### src/rtl/alu_operand_stage.sv
// rtl/alu_operand_stage.sv - ID/EX operand stage with EX/MEM and MEM/WB forwarding
//
// Purpose: registers decoded instruction fields, resolves RAW hazards by
// forwarding from EX/MEM (priority) and MEM/WB, and drives the ALU operands.
// Supports stall (en = 0, hold with operand refresh) and flush (bubble).
//
// Ports:
//   CLK, RST                  clock, synchronous active-high reset
//   en, flush                 load enable / bubble insert (RST > flush > en)
//   in_*                      decoded instruction fields from decode
//   exm_regwen/rd/data        EX/MEM forwarding source
//   mwb_regwen/rd/data        MEM/WB forwarding source
//   portA, portB, aluOp       ALU inputs
//   out_valid, out_rd,
//   out_regwen, out_store_data  fields travelling with the ALU result
module alu_operand_stage (
    input  logic        CLK,
    input  logic        RST,
    input  logic        en,
    input  logic        flush,
    input  logic        in_valid,
    input  logic [4:0]  in_rs,
    input  logic [4:0]  in_rt,
    input  logic [4:0]  in_rd,
    input  logic [31:0] in_rs_data,
    input  logic [31:0] in_rt_data,
    input  logic [31:0] in_imm,
    input  logic [4:0]  in_shamt,
    input  logic        in_alusrc,
    input  logic        in_shift,
    input  logic [3:0]  in_aluop,
    input  logic        in_regwen,
    input  logic        exm_regwen,
    input  logic [4:0]  exm_rd,
    input  logic [31:0] exm_data,
    input  logic        mwb_regwen,
    input  logic [4:0]  mwb_rd,
    input  logic [31:0] mwb_data,
    output logic [31:0] portA,
    output logic [31:0] portB,
    output logic [3:0]  aluOp,
    output logic        out_valid,
    output logic [4:0]  out_rd,
    output logic        out_regwen,
    output logic [31:0] out_store_data
);

    logic        valid_q,   valid_d;
    logic [4:0]  rs_q,      rs_d;
    logic [4:0]  rt_q,      rt_d;
    logic [4:0]  rd_q,      rd_d;
    logic [31:0] rs_data_q, rs_data_d;
    logic [31:0] rt_data_q, rt_data_d;
    logic [31:0] imm_q,     imm_d;
    logic [4:0]  shamt_q,   shamt_d;
    logic        alusrc_q,  alusrc_d;
    logic        shift_q,   shift_d;
    logic [3:0]  aluop_q,   aluop_d;
    logic        regwen_q,  regwen_d;

    logic [31:0] rsv;
    logic [31:0] rtv;

    // EX/MEM wins over MEM/WB because it holds the younger result.
    // Register 0 is hardwired to zero and must never be forwarded.
    function automatic logic [31:0] fwd(
        input logic [4:0]  r,
        input logic [31:0] d,
        input logic        e_wen,
        input logic [4:0]  e_rd,
        input logic [31:0] e_data,
        input logic        m_wen,
        input logic [4:0]  m_rd,
        input logic [31:0] m_data
    );
        if (r != 5'd0 && e_wen && e_rd == r) begin
            return e_data;
        end else if (r != 5'd0 && m_wen && m_rd == r) begin
            return m_data;
        end else begin
            return d;
        end
    endfunction

    always_comb begin
        rsv = fwd(rs_q, rs_data_q, exm_regwen, exm_rd, exm_data,
                  mwb_regwen, mwb_rd, mwb_data);
        rtv = fwd(rt_q, rt_data_q, exm_regwen, exm_rd, exm_data,
                  mwb_regwen, mwb_rd, mwb_data);
    end

    always_comb begin
        // Stall: hold everything, but capture forwarded operands so they
        // survive after their producers retire out of EX/MEM and MEM/WB.
        valid_d   = valid_q;
        rs_d      = rs_q;
        rt_d      = rt_q;
        rd_d      = rd_q;
        rs_data_d = rsv;
        rt_data_d = rtv;
        imm_d     = imm_q;
        shamt_d   = shamt_q;
        alusrc_d  = alusrc_q;
        shift_d   = shift_q;
        aluop_d   = aluop_q;
        regwen_d  = regwen_q;
        if (en) begin
            valid_d   = in_valid;
            rs_d      = in_rs;
            rt_d      = in_rt;
            rd_d      = in_rd;
            rs_data_d = in_rs_data;
            rt_data_d = in_rt_data;
            imm_d     = in_imm;
            shamt_d   = in_shamt;
            alusrc_d  = in_alusrc;
            shift_d   = in_shift;
            aluop_d   = in_aluop;
            regwen_d  = in_regwen;
        end
    end

    // Reset and flush both produce an all-zero bubble (sll $0,$0,0, invalid).
    always_ff @(posedge CLK) begin
        if (RST || flush) begin
            valid_q   <= 1'b0;
            rs_q      <= 5'd0;
            rt_q      <= 5'd0;
            rd_q      <= 5'd0;
            rs_data_q <= 32'd0;
            rt_data_q <= 32'd0;
            imm_q     <= 32'd0;
            shamt_q   <= 5'd0;
            alusrc_q  <= 1'b0;
            shift_q   <= 1'b0;
            aluop_q   <= 4'd0;
            regwen_q  <= 1'b0;
        end else begin
            valid_q   <= valid_d;
            rs_q      <= rs_d;
            rt_q      <= rt_d;
            rd_q      <= rd_d;
            rs_data_q <= rs_data_d;
            rt_data_q <= rt_data_d;
            imm_q     <= imm_d;
            shamt_q   <= shamt_d;
            alusrc_q  <= alusrc_d;
            shift_q   <= shift_d;
            aluop_q   <= aluop_d;
            regwen_q  <= regwen_d;
        end
    end

    always_comb begin
        portA          = shift_q ? {27'd0, shamt_q} : rsv;
        portB          = alusrc_q ? imm_q : rtv;
        aluOp          = aluop_q;
        out_valid      = valid_q;
        out_rd         = rd_q;
        out_regwen     = regwen_q & valid_q;
        out_store_data = rtv;
    end

endmodule

### config.mk
export PLATFORM = sky130hd
export DESIGN_NAME = alu_operand_stage
export DESIGN_NICKNAME = d
export VERILOG_FILES = /design/src/rtl/alu_operand_stage.sv
export SDC_FILE = /design/constraint.sdc
export NUM_CORES = 1
export LEC_CHECK = 0
export ABC_AREA = 1
export CORE_MARGIN = 3
export CORE_UTILIZATION = 44
export DETAILED_ROUTE_END_ITERATION = 10
export PLACE_DENSITY_LB_ADDON = 0.05
export SLEW_MARGIN = 10
export SYNTH_ARGS = -nofsm -noshare
export SYNTH_HDL_FRONTEND = slang
export SYNTH_SLANG_ARGS = --single-unit
### constraint.sdc
create_clock -name CLK -period 1.8 [get_ports CLK]
set_input_delay 0.27 -clock CLK [delete_from_list [all_inputs] [get_ports CLK]]
set_output_delay 0.27 -clock CLK [all_outputs]
set_load 0.01 [all_outputs]
==> flow_metrics.tcl, run 1 <==
set metrics [dict create \
    post_drt_wl_per_cell_um 19.0 \
    drive_above_1_share 0.324 \
    synth.area.top_cells "dfxtp_1 32%, nand2_1 22%, nand3_1 14%" \
    cp-end-kind "output pin" \
    critPathSlowestCell "clkdlybuf4s50_1" \
    drtIter0Drc 1155 \
    synth-simple-area-share 0.467 \
    hold_path_class "in2reg" \
    synthAdderAreaFrac 0 \
    synthXorXnorAreaFrac 0.00114 \
    synth_top_family_by_area "simple AND/OR/NAND/NOR gates" \
    clock_path_buffers 2 \
    synth_top_area_share 0.323 \
    cts.htree.levels 4 \
    clock-root-buffer "clkbuf_16" \
    clock-sinks 124 \
    postRouteAntennaNets 0 \
    finalSetupTns_ps -55030 \
    start_kind "input port" \
    worstMarginPinSlew_ps 560 \
    ir_worst_vdd_uv 703 \
    syn_nets 1531 \
    gr-total-overflow 0 \
    rsz0062_at_grt "yes" \
    nets 1914 \
    pin_count 311 \
    max_freq_ghz 0.399 \
    syn_avg_cell_area_um2 5.79 \
    die_y_um 138 \
    synthFlopType "dfxtp_1" \
    antenna_found_initial 2 \
    grt_pass1_wl_um 49700 \
    setup_viol 104 \
    grt_pass1_vias 9407 \
    maxCapViolCount 0 \
    finalCritPeriodShare 1.39 \
    path_delay_family "buffers and inverters" \
    drv_slew 0 \
    outcome "finished, violations left" \
    drc 0 \
    synthMuxAreaShare 0 \
    cts_tree "yes" \
    fin_ws_ps -706 \
    violations "negative setup slack" \
    syn2layout_area_growth_pct 82.4 \
    synth_edf_count 0 \
    synth.cell_area_um2 7690 \
    synth-seq-cells 124 \
    grt_usage 0.318 \
    synth_cells 1327 \
    cts_made_buffers 17 \
    holdWs_ps 262 \
    crit_top_cell "nand2_2" \
    synth_async_sr_flop_share 0 \
    fin_skew_ps 6.99 \
    crit_buf_inv 5 \
    grt_max_degree 59 \
    hold_viol 0 \
    synth_compound_gate_area_share 0.0628 \
    drt-vias-per-instance 5.47 \
    clock_latency_ps 420 \
    rows 47 \
    path_cells "clkdlybuf4s50_1 > inv_1 > nand2_1 > nand4_1 > nor2_4 > buf_6 > buf_12 > nand3_1 > nand2_2 > nand2_2 > nand2_2 > buf_6" \
    fin_crit_ps 2510 \
    worstSetupPathType "in2out" \
    ctsHoldBuffers 0 \
    vias 10600 \
    start_util 0.457 \
    critPathMaxFanout 17 \
    worstPathArrival_ps 2240 \
    coreArea_um2 16800 \
    yosys.area.top_type "dfxtp_1" \
    firstDrtPassIters 6 \
    fp.dieW_um 138 \
    place_hpwl_um 21800 \
    cp_slowest_stage_delay_ps 530 \
    maxSlewHeadroom 0.626 \
    die-area_um2 19100 \
    p_total_mw 8.58 \
    power_density_nw_per_um2 612 \
    ys_types 24 \
    place_congestion 0.896 \
    yosysWarnings 0 \
    portBuffers 310 \
    required_ps 1530 \
    ys_seq_area_frac 0.323 \
    wl_um 36900 \
    path_clk_slew_ps 60 \
    p_leak_nw 6.82 \
]
cells by family after synthesis:
family / count (synthesis)
AND/OR/NAND/NOR: 840
buffers and inverters: 272
flip-flops: 124
AO/OA/AOI/OAI: 90
XOR/XNOR: 1
power breakdown:
group / internal [mW] / total, mW / switching [mW]
Clock: 2.17 / 3.47 / 1.30
Sequential: 2.86 / 2.91 / 0.0497
Combinational: 1.08 / 2.21 / 1.13
Total: 6.11 / 8.58 / 2.47
what timing repair did:
item,in CTS,in global routing
endpoints found under the setup margin,96,122
pin swaps,25,98
buffers inserted,16,37
gates cloned,5,5
gates resized for setup,434,388
final cells by class:
cell class	count	area, um2
multi-input combinational	931	5490
timing repair buffer	449	4470
fill	1032	2800
sequential	124	2500
inverter	187	712
clock buffer	24	492
tap	220	275
clock inverter	7	87.6
antenna	1	2.50
worst paths after layout:
path,cells past startpoint,slack (ps),startpoint,to
worst max-delay path,12,-710,exm_rd[3],portA[4]
worst max register to register,15,-80,rs_q[2],rs_data_q[28]
worst min-delay path,4,260,en,imm_q[0]
worst min register to register,2,460,imm_q[1],imm_q[1]
sequential cells by signal (all words and copies together) (netlist names):
register   cells
shamt_q        5
out_valid      1
rs_data_q     32
rt_q           5
shift_q        1
regwen_q       1
imm_q         32
aluOp          4
out_rd         5
rt_data_q     32
alusrc_q       1
rs_q           5
cells in the final DEF (no fill, tap or decap), types with 11 or more instances in the layout:
| cell | count |
|---|---|
| clkdlybuf4s50_1 | 210 |
| buf_6 | 63 |
| a21oi_2 | 22 |
| buf_4 | 83 |
| nand3_2 | 82 |
| a21oi_1 | 52 |
| clkbuf_16 | 22 |
| nand2_1 | 328 |
| inv_1 | 172 |
| buf_2 | 53 |
| dfxtp_1 | 114 |
| nand2_4 | 58 |
| nand2_2 | 67 |
| buf_12 | 22 |
| inv_2 | 11 |
| a211oi_1 | 12 |
| nand3_1 | 123 |
| nand3_4 | 25 |
| nor2_1 | 140 |
Yosys cell counts (3+ instances only):
master / count
nand2_1: 441
nand3_1: 219
inv_1: 175
nor2_1: 142
dfxtp_1: 124
a21oi_1: 77
clkbuf_1: 43
buf_2: 22
buf_4: 13
nand2_2: 13
a211oi_1: 12
inv_2: 11
nand3_2: 11
nor2_4: 5
buf_1: 4
buf_6: 3
nand4_1: 3
nor2_2: 3
per-stage QoR:
stage	utilization	setup WS (ps)	area, um2	instances
after floorplan	-	184	7690	1327
after detailed placement	0.682	-974	11500	1855
after CTS	0.751	-690	12600	1907
after global placement	0.682	-980	11500	1855
after global routing	0.834	-785	14000	1943
final	0.834	-706	14000	1943
worst register-to-register path, stage by stage (launching register included):
cell	delay [ps]
dfxtp_2	340
inv_2	70
buf_6	90
nand2_2	40
nand2_2	70
nand2_2	70
nor2_4	230
nand2_8	130
buf_12	190
buf_6	140
nand2_4	60
nand3_4	70
buf_4	140
nand3_2	50
nand2_1	70
inv_1	70
routing by layer:
layer | GRT usage | part of all wire | vias to the layer above
met3 | 0.0798 | 0.090 | 190
li1 | - | - | 4860
met1 | 0.392 | 0.37 | 4899
met5 | 0 | 0.00035 | -
met4 | 0.105 | 0.057 | 2
met2 | 0.545 | 0.48 | 686
Note: power is estimated with default switching activity, not from simulation.
==> inputs of run 2 (changes only) <==
REMOVE_ABC_BUFFERS = 1   (was unset)
==> run 2 against run 1 <==
Sequential power about the same; core utilization increased by 8.8 points; critical path depth stayed put; maximum frequency down 2.2%; sequential share of layout area down 1.6 points; clock-buffer cell count is 7 lower; routed wire length up 33%; the run still ends with negative setup slack left; first-iteration DRC count increased by 37%; critical endpoint is now portB[15]; clock skew grew 2.5 ps; cell count is 3.6% higher; global-route usage up 3.3 points.
==> flow_metrics.tcl, run 2 (synthesis results as in run 1) <==
set metrics [dict create \
    die_y_um 138 \
    gr-total-overflow 0 \
    antenna_found_initial 2 \
    nets 1982 \
    clock_path_buffers 2 \
    clock-sinks 124 \
    hold_viol 0 \
    reg_top3 "imm_q: 32 flops, rs_data_q: 32 flops, rt_data_q: 32 flops" \
    place_hpwl_um 20500 \
    fp.dieW_um 138 \
    drc 0 \
    cp-startpoint "rt_q[3]" \
    clock_latency_ps 440 \
    layout_common_cells "310 x nand2_1, 206 x clkdlybuf4s50_1, 166 x inv_1" \
    r2r-start "rs_q[3]" \
    rows 47 \
    postRouteAntennaNets 0 \
    coreArea_um2 16800 \
    pin_count 311 \
    path_cells "a21oi_2 > nand2_2 > nor2_4 > nand2_8 > buf_8 > buf_4 > nand2_2 > nand3_2 > nand2_2 > nand2_1 > nand2_1 > buf_2" \
    hold_path_class "in2reg" \
    place_congestion 0.890 \
    die-area_um2 19100 \
    fin_crit_ps 2560 \
    p_leak_nw 7.40 \
    cts_tree "yes" \
    post_drt_wl_per_cell_um 24.4 \
    maxSlewHeadroom 0.565 \
    finalCritPeriodShare 1.42 \
    hp-start "en" \
    maxCapViolCount 0 \
    drv_slew 0 \
    path_clk_slew_ps 70 \
    grt_pass1_wl_um 54200 \
    firstDrtPassIters 8 \
    fin_skew_ps 9.49 \
    crit_top_cell "nand2_2" \
    grt_usage 0.351 \
    start_util 0.457 \
    required_ps 1530 \
    worstPathArrival_ps 2290 \
    path_delay_family "simple AND/OR/NAND/NOR gates" \
    clock-root-buffer "clkbuf_16" \
    drtIter0Drc 1587 \
    numPlacedInstances 1866 \
    power_density_nw_per_um2 598 \
    portBuffers 310 \
    setup_viol 134 \
    cp-end-kind "output pin" \
    wl_um 49200 \
    ctsHoldBuffers 0 \
    critPathSlowestCell "dfxtp_4" \
    instances_no_fill 2012 \
    vias 12400 \
    grt_pass1_vias 10500 \
    drt-vias-per-instance 6.14 \
    critPathMaxFanout 7 \
    cp_slowest_stage_delay_ps 370 \
    worstSetupPathType "reg2out" \
    final_area_um2 15500 \
    placed_area_um2 11600 \
    rsz0062_at_grt "yes" \
    max_freq_ghz 0.390 \
    violations "negative setup slack" \
    ir_worst_vdd_uv 718 \
    outcome "finished, violations left" \
    layout_commonest_cell "nand2_1" \
    cts.htree.levels 4 \
    drive_above_1_share 0.391 \
    start_kind "flop" \
    syn2layout_area_growth_pct 102 \
    worstMarginPinSlew_ps 652 \
    cts_made_buffers 17 \
    grt_max_degree 50 \
    crit_buf_inv 3 \
    fin_ws_ps -761 \
]
[run 2: cell types whose count changed in the layout (fill, tap and decap cells not counted), sizes merged]
cell           delta
buf              +68
clkbuf            -7
inv               +6
clkdlybuf4s50     -4
dlymetal6s2s      +3
clkinvlp          +2
bufinv            +1
clkinv            -1
dlygate4sd2       +1
[run 2: layer usage]
layer | GRT usage | share of wire | vias to the layer above
met5 | 0 | 0.00030 | -
li1 | - | - | 5005
met3 | 0.0863 | 0.13 | 505
met4 | 0.182 | 0.10 | 2
met1 | 0.401 | 0.32 | 5589
met2 | 0.607 | 0.44 | 1254
[run 2: layout make-up]
cell class / instances / area [um2]
clock inverters: 15 / 188
multi-input cells: 931 / 6040
clock buffers: 17 / 425
flip-flops and latches: 124 / 2510
inverters: 187 / 724
diodes: 1 / 2.50
repair buffers: 517 / 5340
fillers: 621 / 1320
well taps: 220 / 275
[run 2: worst min-delay path, stage by stage]
cell	delay, ps
buf_2	130
inv_6	140
nand2_1	110
a21oi_1	60
[run 2: worst paths after layout]
check | endpoint | slack (ps) | cells after the start
max | portB[15] | -760 | 12
min | imm_q[7] | 320 | 4
max reg2reg | rs_data_q[22] | -590 | 18
min reg2reg | imm_q[23] | 460 | 2
[run 2: what timing repair did]
item / in CTS / in global routing
hold endpoints to repair: 0 / 0
gates cloned: 10 / 8
setup buffers: 75 / 53
endpoints found under the setup margin: 96 / 117
resized for setup: 630 / 352
pin swaps: 76 / 122
[run 2: metrics by stage]
stage / TNS, ps / power, mW / setup slack [ps] / util / hold slack [ps]
finish: -62830 / 9.27 / -761 / 0.921 / 325
detailed placement: -93880 / 4.76 / -977 / 0.690 / 452
global placement: -91590 / 4.74 / -989 / 0.690 / 447
global route: -72560 / 9.46 / -853 / 0.921 / 353
floorplan: -247560 / 3.68 / -1730 / - / 410
CTS: -51110 / 8.57 / -643 / 0.813 / 292
[run 2: where the power goes]
part	total, mW	switching, mW	internal, mW	leakage [nW]
sequential	2.91	0.0617	2.85	1.02
clock	3.76	1.55	2.20	0.291
combinational	2.60	1.38	1.22	6.09
==> inputs of run 3 (changes only) <==
CTS_CLUSTER_SIZE = 28   (was unset)
==> results of run 3 <==
The final DEF is identical to that of run 2; final timing and power are the same.
